--- src/rtl/ahb_s2m_mux_n.sv ---
// AHB slave-to-master response multiplexer with a built-in two-cycle ERROR default slave
// and a per-transfer wait-state watchdog that converts a hung slave into an ERROR response.
module ahb_s2m_mux_n #(
  parameter  int NUM_SLAVES = 4,
  parameter  int DATA_W     = 32,
  parameter  int RESP_W     = 2,
  parameter  int TIMEOUT    = 256,
  localparam int IDX_W      = (NUM_SLAVES > 1) ? $clog2(NUM_SLAVES) : 1
) (
  input  logic                         HCLK,
  input  logic                         HRESETn,
  input  logic [NUM_SLAVES-1:0]        HSEL,
  input  logic                         HSEL_DEF,
  input  logic [1:0]                   HTRANS,
  input  logic [NUM_SLAVES*DATA_W-1:0] HRDATA_S,
  input  logic [NUM_SLAVES-1:0]        HREADY_S,
  input  logic [NUM_SLAVES*RESP_W-1:0] HRESP_S,
  input  logic                         TO_CLR,
  output logic [DATA_W-1:0]            HRDATA,
  output logic                         HREADY,
  output logic [RESP_W-1:0]            HRESP,
  output logic                         TO_FLAG,
  output logic [IDX_W-1:0]             TO_IDX
);

  localparam logic [RESP_W-1:0] RESP_OKAY  = RESP_W'(0);
  localparam logic [RESP_W-1:0] RESP_ERROR = RESP_W'(1);

  typedef enum logic [2:0] {
    ST_IDLE,
    ST_DERR1,
    ST_DERR2,
    ST_TERR1,
    ST_TERR2
  } state_e;

  state_e                  state_q, state_d;
  logic [NUM_SLAVES-1:0]   sel_q, sel_d;
  logic                    new_def_act;
  logic [IDX_W-1:0]        sel_idx;
  logic                    slave_hit;
  logic [DATA_W-1:0]       slv_rdata;
  logic                    slv_ready;
  logic [RESP_W-1:0]       slv_resp;
  logic                    to_hit;
  logic                    to_flag_q, to_flag_d;
  logic [IDX_W-1:0]        to_idx_q, to_idx_d;
  logic                    unused_htrans0;

  assign unused_htrans0 = HTRANS[0];

  // Only real-slave bits are kept: "nothing" and "default" look identical once in IDLE,
  // and an active default access is carried by the FSM instead. Multi-hot collapses to default.
  always_comb begin
    // NOTE: every combinational output gets a default first so no path leaves it unassigned (no latch).
    sel_d       = HSEL;
    new_def_act = HSEL_DEF & HTRANS[1];
    if (!$onehot0({HSEL_DEF, HSEL})) begin
      sel_d       = '0;
      new_def_act = HTRANS[1];
    end
  end

  always_comb begin
    sel_idx   = '0;
    slave_hit = 1'b0;
    for (int i = 0; i < NUM_SLAVES; i++) begin
      if (sel_q[i]) begin
        sel_idx   = IDX_W'(i);
        slave_hit = 1'b1;
      end
    end
  end

  assign slv_rdata = HRDATA_S[sel_idx*DATA_W +: DATA_W];
  assign slv_ready = HREADY_S[sel_idx];
  assign slv_resp  = HRESP_S[sel_idx*RESP_W +: RESP_W];

  always_comb begin
    HRDATA = '0;
    HREADY = 1'b1;
    HRESP  = RESP_OKAY;
    unique case (state_q)
      ST_IDLE: begin
        if (slave_hit) begin
          HRDATA = slv_rdata;
          HREADY = slv_ready;
          HRESP  = slv_resp;
        end
      end
      ST_DERR1, ST_TERR1: begin
        HREADY = 1'b0;
        HRESP  = RESP_ERROR;
      end
      ST_DERR2, ST_TERR2: HRESP = RESP_ERROR;
      default: ;
    endcase
  end

  // The FSM moves on the same edge that registers the address phase, so DERR1 is the first data-phase cycle.
  always_comb begin
    state_d = state_q;
    unique case (state_q)
      ST_IDLE: begin
        if (to_hit)                     state_d = ST_TERR1;
        else if (HREADY && new_def_act) state_d = ST_DERR1;
      end
      ST_DERR1:           state_d = ST_DERR2;
      ST_TERR1:           state_d = ST_TERR2;
      ST_DERR2, ST_TERR2: state_d = new_def_act ? ST_DERR1 : ST_IDLE;
      default:            state_d = ST_IDLE;
    endcase
  end

  if (TIMEOUT > 0) begin : g_wdog
    localparam int              CNT_W    = $clog2(TIMEOUT + 1);
    localparam logic [CNT_W-1:0] CNT_MAX  = CNT_W'(TIMEOUT);
    // Trip one cycle early so the ERROR's first cycle replaces the last allowed wait cycle.
    localparam logic [CNT_W-1:0] CNT_TRIP = CNT_W'((TIMEOUT >= 2) ? TIMEOUT - 2 : 0);

    logic [CNT_W-1:0] wait_cnt_q, wait_cnt_d;
    logic             waiting;

    assign waiting = (state_q == ST_IDLE) && slave_hit && !slv_ready;
    assign to_hit  = waiting && (wait_cnt_q >= CNT_TRIP);

    always_comb begin
      wait_cnt_d = wait_cnt_q;
      if (HREADY)                             wait_cnt_d = '0;
      else if (waiting && wait_cnt_q != CNT_MAX) wait_cnt_d = wait_cnt_q + 1'b1;
    end

    always_ff @(posedge HCLK or negedge HRESETn) begin
      if (!HRESETn) wait_cnt_q <= '0;
      else          wait_cnt_q <= wait_cnt_d;
    end
  end else begin : g_no_wdog
    assign to_hit = 1'b0;
  end

  always_comb begin
    to_flag_d = to_flag_q;
    to_idx_d  = to_idx_q;
    if (to_hit) begin
      to_flag_d = 1'b1;
      to_idx_d  = sel_idx;
    end else if (TO_CLR) begin
      to_flag_d = 1'b0;
    end
  end

  always_ff @(posedge HCLK or negedge HRESETn) begin
    if (!HRESETn) begin
      state_q   <= ST_IDLE;
      sel_q     <= '0;
      to_flag_q <= 1'b0;
      to_idx_q  <= '0;
    end else begin
      // NOTE: sequential state uses non-blocking assignments so all registers update from pre-edge values.
      state_q   <= state_d;
      to_flag_q <= to_flag_d;
      to_idx_q  <= to_idx_d;
      if (HREADY) sel_q <= sel_d;
    end
  end

  assign TO_FLAG = to_flag_q;
  assign TO_IDX  = to_idx_q;

endmodule

--- config.mk ---
export PLATFORM = sky130hd
export DESIGN_NAME = ahb_s2m_mux_n
export DESIGN_NICKNAME = d
export VERILOG_FILES = /design/src/rtl/ahb_s2m_mux_n.sv
export SDC_FILE = /design/constraint.sdc
export NUM_CORES = 1
export LEC_CHECK = 0
export ABC_CLOCK_PERIOD_IN_PS = 2300
export BUFFER_PORTS_ARGS = -buffer_cell sky130_fd_sc_hd__buf_2
export CORE_UTILIZATION = 41
export DETAILED_ROUTE_END_ITERATION = 7
export PLACE_DENSITY_LB_ADDON = 0.15
export SLEW_MARGIN = 20
export SYNTH_ARGS = -nofsm -noshare
export SYNTH_HDL_FRONTEND = slang
export SYNTH_SLANG_ARGS = --single-unit
--- constraint.sdc ---
create_clock -name HCLK -period 2.3 [get_ports HCLK]
set_input_delay 0.115 -clock HCLK [delete_from_list [all_inputs] [get_ports HCLK]]
set_output_delay 0.115 -clock HCLK [all_outputs]
set_load 0.05 [all_outputs]
# After elaboration in Yosys (flattened, before gate mapping)
# Index checks and enable logic that the tools add are counted.
# Widths: inputs -> output; s select.
[word_totals]
out_inout_bits = 38
inputBits = 150
reg_bits = 19
[classes]
reduce_logical = 12
n_eq_ne = 6
muxes = 25
shift = 2
order_cmp = 3
bitwise_logic = 1
add_sub_neg = 5
[ops]
columns = ["op", "count"]
rows = [
  ["$shiftx 128x8->32", 1],
  ["$mux 32", 2],
  ["$mux 9", 2],
  ["$pmux 3 s4", 1],
  ["$mux 1", 11],
  ["$add 9x1->9 const B", 1],
  ["$ge 9x8->1 const B", 1],
  ["$ne 9x9->1 const B", 1],
  ["$shiftx 8x4->2", 1],
  ["$eq 3x2->1 const B", 2],
  ["$mux 2", 3],
  ["$mux 3", 2],
  ["$logic_and 1x1->1", 5],
  ["$add 1x1->2", 2],
  ["$mux 4", 1],
  ["$pmux 2 s2", 1],
  ["$reduce_bool 2->1", 2],
  ["$reduce_or 2->1", 2],
  ["$reduce_or 4->1", 1],
  ["$add 2x2->3", 1],
  ["$add 3x1->3", 1],
  ["$eq 3x1->1 const B", 1],
  ["$eq 3x3->1 const B", 1],
  ["$le 3x1->1 const B", 1],
  ["other kinds (7)", 7],
]

# Logic depth before layout (Yosys ltp)
[depth]
ltp_word = 11
depth_mapped = 8
mapped_depth_nobuf = 8

# Least setup slack after synthesis
# No wires, ideal clock.
[synth_timing]
path_kind = "flip-flop to output port"
start = "reg sel_q[3]"
end = "out HRDATA[12]"
setup_slack_ns = 0.307
arrival_time_ns = 1.878
path_stages_with_launch = 6
cell_sequence = "dfrtp_1 buf_6 inv_2 buf_1 mux2i_1 nor2_1"
[synth_between]
elab_chain_len = 4
[synth_lines]
columns = ["element", "line", "rtl"]
rows = [
  ["start, declared", "38", "logic [NUM_SLAVES-1:0] sel_q, sel_d;"],
  ["start signal, assigned", "163", "if (HREADY) sel_q <= sel_d;"],
  ["$mux 2", "68", "if (sel_q[i]) begin"],
  ["$shiftx 128x8->32", "75", "assign slv_rdata = HRDATA_S[sel_idx*DATA_W +: DATA_W];"],
  ["$mux 32 (*)", "85", "if (slave_hit) begin"],
  ["$mux 32 (*)", "83", "unique case (state_q)"],
  ["end, declared", "19", "output logic [DATA_W-1:0] HRDATA,"],
]
# Every way passes the cells marked *; elsewhere a longest branch is shown, timed or not.

# Worst setup path in the final report
[layout_timing]
start = "reg sel_q[3]"
end = "out HREADY"
[layout_between]
elab_chain_len = 5
[layout_lines]
columns = ["element", "line", "rtl"]
rows = [
  ["$mux 2", "68", ""],
  ["$bmux 1 s2", "76", "assign slv_ready = HREADY_S[sel_idx];"],
  ["$mux 1 (implied by the code)", "76", ""],
  ["$mux 1 (*)", "85", ""],
  ["$pmux 1 s2 (*)", "83", ""],
  ["end, declared", "20", "output logic HREADY,"],
]
# Every way passes the cells marked *; elsewhere a longest branch is shown, timed or not. The select of a mux whose other input is x is not followed.

==> out/qor.yml <==
io_pins: 188
rsz0062_at_grt: "no"
max-vdd-ir-drop_v: 0.000763
yosysTopAreaCellShare_pct: 29.0
finalCriticalPeriod_ns: 2.15
whs_ns: 0.0381
drc: 0
grt_max_degree: 68
floorplan.rows: 27
ys_seq_area_share_pct: 19.4
layout_commonest_cell: "buf_2"
dp_hpwl_um: 6420
drt_iter0_markers: 132
max_freq_ghz: 0.466
start_util_pct: 43.4
grt_antenna_before_repair: 0
status: "finished clean"
grt_pass1_wl_um: 12500
nFillCells: 527
synth.avg_cell_area_um2: 7.65
synth_nets: 475
slew_viol_final: 0
drv_cap: 0
finalHoldViolations: 0
synth-edff-count: 0
worstSetupPathType: "register to output pin"
ys_top_cells_by_area: "mux2i_1 29%, dfrtp_1 19%, o21ai_0 8.0%, nand2_1 6.4%, nor2_1 5.7%"
slew_headroom_pct: 62.2
die_w_um: 79.3
yosysTopAreaCell: "mux2i_1"
n_antenna_cell: 0
gp_congestion: 0.860
crit_path_end_kind: "output pin"
synth_ff_type: "dfrtp_1"
tightest_slew_ns: 0.568
wl_per_cell_um: 14.3
synth.ff_latch_count: 19
core_um2: 5640
cts_tree: "built"
setup_viol: 0
finalSetupTns_ns: 0
htree_levels: 1
synthArstFlopShare_pct: 100
io_buffers: 186
syn_to_final_growth_pct: 41.9
startpoint_type: "register"
mostFrequentLayoutCells: "186 x buf_2, 71 x mux2i_1, 42 x nand2_1"
cts_made_buffers: 3
grt_pass1_vias: 2763
p_per_area_nw_per_um2: 1290
track_usage_pct: 24.7
netlist_instances: 320
layout.nets: 651
routed_wl_um: 8100
vias: 3050
netlist_area_um2: 2450
arrival_ns: 2.03
drive_gt1_share_pct: 41.8
post-route-period-util_pct: 93.4
finClkSkew_ns: 0.00444
synth-warning-count: 0
clock_latency_ns: 0.26
routed_via_density: 5.38
die_area_um2: 6280
required_ns: 2.18
ys_types: 45
grt-ovfl-total: 0
cts_setup_buffers: 0
path_max_fanout: 10
clock_path_buffers: 2
min_path_type: "primary input to register"
clk_pin_slew_ns: 0.07
clock-root-buffer: "clkbuf_8"
first_pass_iters: 4
p_leak_nw: 1.90
cts_sinks: 19
ant_nets: 0
die_h_um: 79.3
[final timing paths]
kind                          start                    to  slack (ns)  cells after the start
min in group asynchronous   HRESETn  g_wdog.wait_cnt_q[4]        0.33                      2
setup / recovery           sel_q[3]                HREADY        0.15                      4
setup reg to reg           sel_q[1]            state_q[0]        0.33                      5
hold reg to reg             TO_FLAG               TO_FLAG        0.52                      2
max in group asynchronous   HRESETn              sel_q[1]        1.64                      2
hold / removal               TO_CLR               TO_FLAG        0.04                      2
[Yosys cell counts (3+ instances only)]
master,number
ha_1,4
nor2b_1,3
a21oi_1,6
o31ai_1,3
clkbuf_1,4
nand2_1,42
o21ai_0,39
nand2b_1,3
nor4_1,5
dfrtp_1,19
nand3_1,3
o211ai_1,4
mux2i_1,71
inv_1,13
buf_2,12
and3_1,3
or4_1,3
a31oi_1,5
nand4_1,7
nor2_1,37
[flip-flops by register name, summed over array words and instances (netlist names)]
signal             flops
TO_FLAG                1
g_wdog.wait_cnt_q      9
state_q                3
TO_IDX                 2
sel_q                  4
[worst max-delay path: stages, from the launching register on]
cell     delay [ns]
dfrtp_1        0.48
or2_4          0.31
o221a_1        0.26
a21oi_4        0.38
buf_2          0.34
[area by class of cell]
class	count	area (um^2)	share of cell area (%)
Multi-Input combinational cell	264	1790	51.7
Tap cell	72	90.1	2.59
Sequential cell	19	478	13.8
Timing Repair Buffer	194	1010	29.2
Clock buffer	4	45.0	1.30
Inverter	14	52.6	1.51
[per-layer routing]
| layer | wire length [um] | vias to the layer above | GRT usage [%] |
|---|---|---|---|
| met5 | 0 | - | 0 |
| met4 | 45 | 0 | 3.64 |
| met3 | 565 | 8 | 3.91 |
| met2 | 4250 | 143 | 47.3 |
| met1 | 3240 | 1398 | 28.9 |
| li1 | - | 1501 | - |
[per-stage QoR]
step	setup WS (ns)	instance area (um^2)	utilization [%]	std cells	power, mW
5_1_grt	0.0460	3470	61.6	567	4.79
3_5_place_dp	0.298	3410	60.5	562	4.24
6_report	0.152	3470	61.6	567	4.49
2_1_floorplan	0.307	2450	-	320	3.44
3_3_place_gp	0.360	3410	60.5	562	4.19
4_1_cts	0.0856	3470	61.4	567	4.49
[repair_timing]
action	in CTS	in global routing
hold endpoints to repair	19	0
resized for setup	0	2
hold buffers	1	0
endpoints found under the setup margin	0	33
[report_power, final]
part           switching, mW  total (mW)  internal [mW]  leakage [nW]
Sequential             0.117       0.516          0.400         0.257
Combinational           2.62        3.74           1.12          1.62
Clock                  0.111       0.234          0.123        0.0228
[cells by family after synthesis]
group | synth area share [%]
buffers and inverters | 7.26
DFF | 19.4
and+or+nand+nor | 23.8
AOI/OAI and AO/OA | 16.7
muxes | 30.0
adders and majority gates | 2.86
Note: power is estimated with default switching activity, not from simulation.
